[src/rtl/aes_chain_sequencer.sv]
// Multi-block ECB / CBC-enc / CBC-dec / CTR chaining controller around a single-block AES core.
// Optional core watchdog in S_RUN: define AES_SEQ_TIMEOUT_EN (limit set by TIMEOUT_CYCLES).
module aes_chain_sequencer #(
  parameter int NBLK_W         = 16,
  parameter int TIMEOUT_CYCLES = 1024
) (
  input  logic              clk,
  input  logic              resetn,
  input  logic              cfg_start,
  input  logic [2:0]        cfg_mode,
  input  logic [127:0]      cfg_iv,
  input  logic [NBLK_W-1:0] cfg_nblocks,
  output logic              busy,
  output logic              done,
  output logic              err,
  output logic [NBLK_W-1:0] blocks_done,
  input  logic              in_valid,
  output logic              in_ready,
  input  logic [127:0]      in_data,
  output logic              out_valid,
  input  logic              out_ready,
  output logic [127:0]      out_data,
  output logic              core_start,
  output logic              core_decrypt,
  output logic [127:0]      core_in,
  input  logic              core_done,
  input  logic [127:0]      core_result
);

`ifdef AES_SEQ_TIMEOUT_EN
  localparam bit WD_EN = 1'b1;
`else
  localparam bit WD_EN = 1'b0;
`endif
  localparam logic [31:0] WD_LAST = 32'(TIMEOUT_CYCLES - 1);

  localparam logic [2:0] M_ECB  = 3'd0;
  localparam logic [2:0] M_CBCE = 3'd1;
  localparam logic [2:0] M_CBCD = 3'd2;
  localparam logic [2:0] M_CTR  = 3'd3;

  typedef enum logic [2:0] {S_IDLE, S_LOAD, S_START, S_RUN, S_OUT} state_e;

  state_e            state_q, state_d;
  logic [2:0]        mode_q, mode_d;
  logic [NBLK_W-1:0] nblk_q, nblk_d;
  logic [NBLK_W-1:0] bdone_q, bdone_d;
  logic [127:0]      chain_q, chain_d;
  logic [127:0]      blk_q, blk_d;
  logic [127:0]      core_in_q, core_in_d;
  logic [127:0]      out_q, out_d;
  logic              err_q, err_d;
  logic              done_q, done_d;
  logic [31:0]       wd_q, wd_d;
  logic              wd_expire;
  logic [NBLK_W-1:0] bdone_inc;

  assign wd_expire = WD_EN && (wd_q == WD_LAST);
  assign bdone_inc = bdone_q + NBLK_W'(1);

  always_ff @(posedge clk or negedge resetn) begin
    if (!resetn) begin
      state_q   <= S_IDLE;
      mode_q    <= M_ECB;
      nblk_q    <= '0;
      bdone_q   <= '0;
      chain_q   <= '0;
      blk_q     <= '0;
      core_in_q <= '0;
      out_q     <= '0;
      err_q     <= 1'b0;
      done_q    <= 1'b0;
      wd_q      <= '0;
    end else begin
      state_q   <= state_d;
      mode_q    <= mode_d;
      nblk_q    <= nblk_d;
      bdone_q   <= bdone_d;
      chain_q   <= chain_d;
      blk_q     <= blk_d;
      core_in_q <= core_in_d;
      out_q     <= out_d;
      err_q     <= err_d;
      done_q    <= done_d;
      wd_q      <= wd_d;
    end
  end

  always_comb begin
    state_d   = state_q;
    mode_d    = mode_q;
    nblk_d    = nblk_q;
    bdone_d   = bdone_q;
    chain_d   = chain_q;
    blk_d     = blk_q;
    core_in_d = core_in_q;
    out_d     = out_q;
    err_d     = err_q;
    done_d    = 1'b0;
    wd_d      = wd_q;
    case (state_q)
      S_IDLE: begin
        if (cfg_start) begin
          mode_d  = cfg_mode;
          nblk_d  = cfg_nblocks;
          chain_d = cfg_iv;
          bdone_d = '0;
          err_d   = 1'b0;
          // Invalid modes (4-7) and empty jobs finish without leaving idle
          if (cfg_mode[2]) begin
            err_d  = 1'b1;
            done_d = 1'b1;
          end else if (cfg_nblocks == '0) begin
            done_d = 1'b1;
          end else begin
            state_d = S_LOAD;
          end
        end
      end
      S_LOAD: begin
        if (in_valid) begin
          blk_d = in_data;
          case (mode_q)
            M_CBCE:  core_in_d = in_data ^ chain_q;
            M_CTR:   core_in_d = chain_q;
            default: core_in_d = in_data;
          endcase
          state_d = S_START;
        end
      end
      S_START: begin
        wd_d    = '0;
        state_d = S_RUN;
      end
      S_RUN: begin
        if (core_done) begin
          case (mode_q)
            M_CBCE: begin
              out_d   = core_result;
              chain_d = core_result;
            end
            M_CBCD: begin
              out_d   = core_result ^ chain_q;
              chain_d = blk_q;
            end
            M_CTR: begin
              out_d   = core_result ^ blk_q;
              chain_d = chain_q + 128'd1;
            end
            default: out_d = core_result;
          endcase
          state_d = S_OUT;
        end else if (wd_expire) begin
          err_d   = 1'b1;
          done_d  = 1'b1;
          state_d = S_IDLE;
        end else begin
          wd_d = wd_q + 32'd1;
        end
      end
      S_OUT: begin
        if (out_ready) begin
          bdone_d = bdone_inc;
          if (bdone_inc == nblk_q) begin
            done_d  = 1'b1;
            state_d = S_IDLE;
          end else begin
            state_d = S_LOAD;
          end
        end
      end
      default: state_d = S_IDLE;
    endcase
  end

  assign busy         = (state_q != S_IDLE);
  assign done         = done_q;
  assign err          = err_q;
  assign blocks_done  = bdone_q;
  assign in_ready     = (state_q == S_LOAD);
  assign out_valid    = (state_q == S_OUT);
  assign out_data     = out_q;
  assign core_start   = (state_q == S_START);
  assign core_decrypt = (mode_q == M_CBCD);
  assign core_in      = core_in_q;

endmodule

[config.mk]
export PLATFORM = sky130hd
export DESIGN_NAME = aes_chain_sequencer
export DESIGN_NICKNAME = d
export VERILOG_FILES = /design/src/rtl/aes_chain_sequencer.sv
export SDC_FILE = /design/constraint.sdc
export NUM_CORES = 1
export LEC_CHECK = 0
export CORE_MARGIN = 2
export CORE_UTILIZATION = 35
export DETAILED_ROUTE_END_ITERATION = 6
export PLACE_DENSITY = 0.66
export SLEW_MARGIN = 20
export SYNTH_ARGS = -nofsm -noshare
export SYNTH_HDL_FRONTEND = slang
export SYNTH_SLANG_ARGS = --single-unit
[constraint.sdc]
create_clock -name clk -period 2.5 [get_ports clk]
set_clock_uncertainty 0.15 [all_clocks]
set_input_delay 0.25 -clock clk [delete_from_list [all_inputs] [get_ports clk]]
set_output_delay 0.25 -clock clk [all_outputs]
set_load 0.02 [all_outputs]
After elaboration in Yosys (flattened, before gate mapping)
Cells that the tools add are included.
Widths: inputs -> output; s select.
{"block": "word_totals", "regBits": 552, "latchBits": 0, "ram_bits": 0, "rom_bits": 0, "output_inout_bits": 279, "word_cells": 65, "n_memories": 0}
{"block": "classes", "addsub": 2, "n_mul": 0, "div": 0, "magnitude_cmp": 0, "eq_ne": 15, "shift": 0, "muxes": 24, "bitwise": 3, "n_reduce_logical": 11}
{"op": "$pmux 128 s2", "count": 3}
{"op": "$pmux 128 s3", "count": 1}
{"op": "$xor 128x128->128", "count": 3}
{"op": "$mux 128", "count": 2}
{"op": "$add 128x1->128 const B", "count": 1}
{"op": "$mux 16", "count": 2}
{"op": "$pmux 16 s2", "count": 1}
{"op": "$mux 3", "count": 6}
{"op": "$add 16x1->16 const B", "count": 1}
{"op": "$eq 16x16->1", "count": 1}
{"op": "$logic_not 16->1", "count": 1}
{"op": "$pmux 3 s5", "count": 1}
{"op": "$eq 3x2->1 const B", "count": 4}
{"op": "$ne 2x2->1 const B", "count": 5}
{"op": "$mux 1", "count": 7}
{"op": "$eq 3x1->1 const B", "count": 2}
{"op": "$reduce_and 2->1", "count": 3}
{"op": "$reduce_and 6->1", "count": 1}
{"op": "$ne 4x2->1 const B", "count": 1}
{"op": "$reduce_and 4->1", "count": 1}
{"op": "$reduce_bool 2->1", "count": 2}
{"op": "$eq 3x3->1 const B", "count": 1}
{"op": "$logic_not 3->1", "count": 1}
{"op": "$reduce_and 3->1", "count": 1}
{"op": "3 further kinds", "count": 3}

Depth between registers and ports, before layout
{"block": "depth", "word_depth": 5, "mapped_depth": 10, "ltp_nobuf": 8}

Worst setup path after synthesis
No wires, ideal clock.
{"block": "synth_path", "kind": "register -> register", "start": "register bdone_q[0] (netlist: blocks_done[0])", "end": "register done_q (netlist: done)", "setup_time_ns": 0.078, "arrival_time_ns": 2.455, "required_ns": 2.272, "slack_ns": -0.183, "stages_incl_launch_ff": 9, "path_buffers": 0, "synth_period_minus_slack_ns": 2.683, "cell_sequence": "dfrtp_1 -> ha_1 -> and3_1 -> xnor2_1 -> a2111oi_0 -> nand3_1 -> or4_1 -> a2111oi_2 -> o2bb2ai_1"}
{"block": "synth_via", "elab_chain_cells": 5}
{"item": "from (decl)", "line": "47", "rtl": "logic [NBLK_W-1:0] bdone_q, bdone_d;"}
{"item": "from (signal assigned)", "line": "78", "rtl": "bdone_q <= bdone_d;"}
{"item": "$add 16x1->16", "line": "59", "rtl": "assign bdone_inc = bdone_q + NBLK_W'(1);"}
{"item": "$eq 16x16->1", "line": "164", "rtl": "if (bdone_inc == nblk_q) begin"}
{"item": "$mux 1", "line": "164"}
{"item": "$mux 1", "line": "162", "rtl": "if (out_ready) begin"}
{"item": "$pmux 1 s2", "line": "101", "rtl": "case (state_q)"}
{"item": "net done_d", "line": "53", "rtl": "logic done_q, done_d;"}
{"item": "to (signal assigned)", "line": "84", "rtl": "done_q <= done_d;"}
{"item": "to (decl)", "line": "53"}
The timed path passes the listed nets, and every way through them passes these cells.
A chain may end at the register's enable or synchronous reset.

Worst setup path after layout
{"block": "layout_path", "start": "register chain_q[0]", "end": "register chain_q[79]"}
{"block": "layout_via", "elab_chain_cells": 4}
{"item": "from (decl)", "line": "48", "rtl": "logic [127:0] chain_q, chain_d;"}
{"item": "from (signal assigned)", "line": "79", "rtl": "chain_q <= chain_d;"}
{"item": "$add 128x1->128", "line": "148", "rtl": "chain_d = chain_q + 128'd1;"}
{"item": "$pmux 128 s3", "line": "137", "rtl": "case (mode_q)"}
{"item": "$mux 128", "line": "136", "rtl": "if (core_done) begin"}
{"item": "$pmux 128 s2", "line": "101"}
Every way passes these cells. The select of a mux whose other input is x is not followed.

==> impl_metrics.tcl <==
set metrics [dict create \
    grt_pass1_vias 34578 \
    async_flop_share_pct 100 \
    syn-cell-area_um2 32400 \
    grt_pass1_wl_um 224000 \
    failed_checks "negative setup slack" \
    dpl-instance-area_um2 44100 \
    drt-initial-drc-count 4053 \
    startpoint_type "flop" \
    io_buffers 687 \
    drive_above_1_share_pct 22.2 \
    final_area_um2 48600 \
    maxCapViolations 0 \
    synth_seq_cells 551 \
    synth_top_area_cell "dfrtp_1" \
    cts_buffers 68 \
    min_period_over_period_pct 109 \
    cts_sinks 551 \
    setup_viol 24 \
    crit_type "reg -> reg" \
    initial_core_util_pct 35.3 \
    wirelength_um 153000 \
    critical_path.max_fanout 4 \
    synth_area_leaders "dfrtp_1 (43%), nand2_1 (7.0%), a21oi_1 (4.9%)" \
    rows 111 \
    die_area_um2 94900 \
    die_h_um 308 \
    hold_slack_ns 0.0409 \
    worstMarginPinSlew_ns 0.753 \
    rsz0062_at_grt "yes" \
    insertion_delay_ns 0.62 \
    worst_ep_arrival_time_ns 3.10 \
    peakVddDrop_mv 0.658 \
    cts_tree "built" \
    grt_overflow 0 \
    final_antenna_net_count 0 \
    drcViolationCount 0 \
    synth.distinct_cells 77 \
    setup_ws_ns -0.222 \
    synth_top_area_share_pct 42.6 \
    area_growth_pct 50.1 \
    seq_area_um2 13800 \
    seq_area_frac_synth_pct 42.6 \
    grt_max_degree 98 \
    final_max_slew_viol_count 0 \
    fin_util_pct 53.0 \
    power_density_nw_per_um2 1210 \
    ctsLongestPathBuffers 3 \
    critPathCaptureType "flop" \
    root_buffer "clkbuf_16" \
    synth_edf_count 0 \
    leakagePower_uw 0.0202 \
    fillers 8361 \
    syn_area_per_cell_um2 8.49 \
    synth_top_flop_cell "dfrtp_1" \
    ios 688 \
    min_period_ns 2.72 \
    timing.fmax_mhz 367 \
    hpwlAfterDp_um 113000 \
    synth_nets 4221 \
    drtPass1Iterations 6 \
    die_w_um 308 \
    synth_common_cells "nand2_1 (603), dfrtp_1 (551), a21oi_1 (319)" \
    route.detailed.wl_per_inst_um 25.1 \
    synthMostInstantiatedCell "nand2_1" \
    relSlewSlack_pct 49.8 \
    finalHoldViolations 0 \
    core_area_um2 91700 \
    yosysWarnings 0 \
    status "finished with violations" \
    grt_util_all_layers_pct 31.0 \
    total_power_uw 58500 \
    multi_input_area_um2 18400 \
    cp.required_ns 2.88 \
    clk_pin_slew_ns 0.06 \
    h-tree-depth 3 \
    vias_per_cell 5.85 \
    syn_inst 3810 \
    hold_path.class "in -> reg" \
    vias 35597 \
    nets 5224 \
    antenna_found_initial 47 \
    gp_congestion 0.962 \
]
==> worst paths after layout <==
kind	cells past startpoint	endpoint	slack, ns	startpoint
worst min-delay path	3	mode_q[1]	0.04	cfg_mode[1]
worst max register to register	10	chain_q[79]	-0.22	chain_q[0]
worst min register to register	2	core_in[79]	0.32	core_in[79]
max in group asynchronous	3	out_data[95]	1.14	resetn
min in group asynchronous	2	chain_q[41]	0.10	resetn
worst max-delay path	10	chain_q[79]	-0.22	chain_q[0]
==> state kept, by name, summed over array words and instances, names as in the netlist <==
register and cells:
blk_q 128, blocks_done 16, chain_q 128, core_in 128, done 1, err 1, mode_q 2, nblk_q 16
out_data 128, state_q 3
==> report_power, final <==
part | total [uW] | internal [uW] | switching, uW | leakage (uW)
combinational | 31800 | 13700 | 18100 | 0.0123
clock | 10400 | 6130 | 4260 | 0.00114
sequential | 16300 | 13100 | 3260 | 0.00676
==> critical path, stage by stage, from the launching register on <==
cell and delay, ns:
dfrtp_2 0.40, nand4_1 0.21, nor4_4 0.39, buf_4 0.18, buf_6 0.09, nand4_1 0.08
buf_6 0.16, or3_4 0.40, a311oi_4 0.34, a211oi_2 0.08, o22ai_1 0.15
==> through the flow <==
stage                     TNS [ns]  setup WS [ns]  cells
final                        -1.50         -0.222   6089
after global routing         -5.71         -0.333   6082
after CTS                    -1.10         -0.150   6001
after detailed placement    -14.03         -0.584   5838
after global placement      -11.31         -0.531   5838
after floorplan                  0         0.0100   3810
==> layout make-up <==
type / count / area share [%]
sequential: 551 / 28.4
clock inverter: 24 / 0.616
tap: 1186 / 3.05
antenna: 37 / 0.191
clock buffer: 99 / 4.14
multi-input combinational: 2864 / 37.9
inverter: 19 / 0.165
timing repair buffer: 1309 / 25.5
==> layout by cell type (no fill, tap or decap), types with 90 or more instances in the layout <==
cell type	count
o22ai_1	140
dfrtp_1	542
o21ai_0	224
a21oi_1	315
a22oi_1	127
o31ai_1	142
buf_4	519
nand2_1	587
clkdlybuf4s50_1	682
xor2_1	163
nor2_1	172
and3_1	90
mux2_2	129
==> per-layer routing <==
| layer | global-route usage (%) | share of wire [%] | vias up |
|---|---|---|---|
| met4 | 12.8 | 3.9 | 28 |
| li1 | - | - | 15943 |
| met5 | 0 | 0.12 | - |
| met1 | 38.6 | 39 | 17497 |
| met2 | 51.8 | 48 | 1802 |
| met3 | 7.05 | 8.4 | 327 |
==> cell families after synthesis <==
logic type	after synthesis	synth area share [%]
DFF	551	42.6
AOI/OAI and AO/OA	1170	22.4
buffers and inverters	395	4.81
adders and majority gates	2	0.0773
muxes	137	4.74
and+or+nand+nor	1341	19.6
xor gates and xnor gates	214	5.79
==> repair_timing <==
action                     in CTS  in global routing
gates resized for setup       148                156
hold buffers                    1                  0
pin swaps                      63                119
setup endpoints to repair      83                 84
setup buffers                  40                 57
hold endpoints to repair      308                  0
Note: power is estimated with default switching activity, not from simulation.
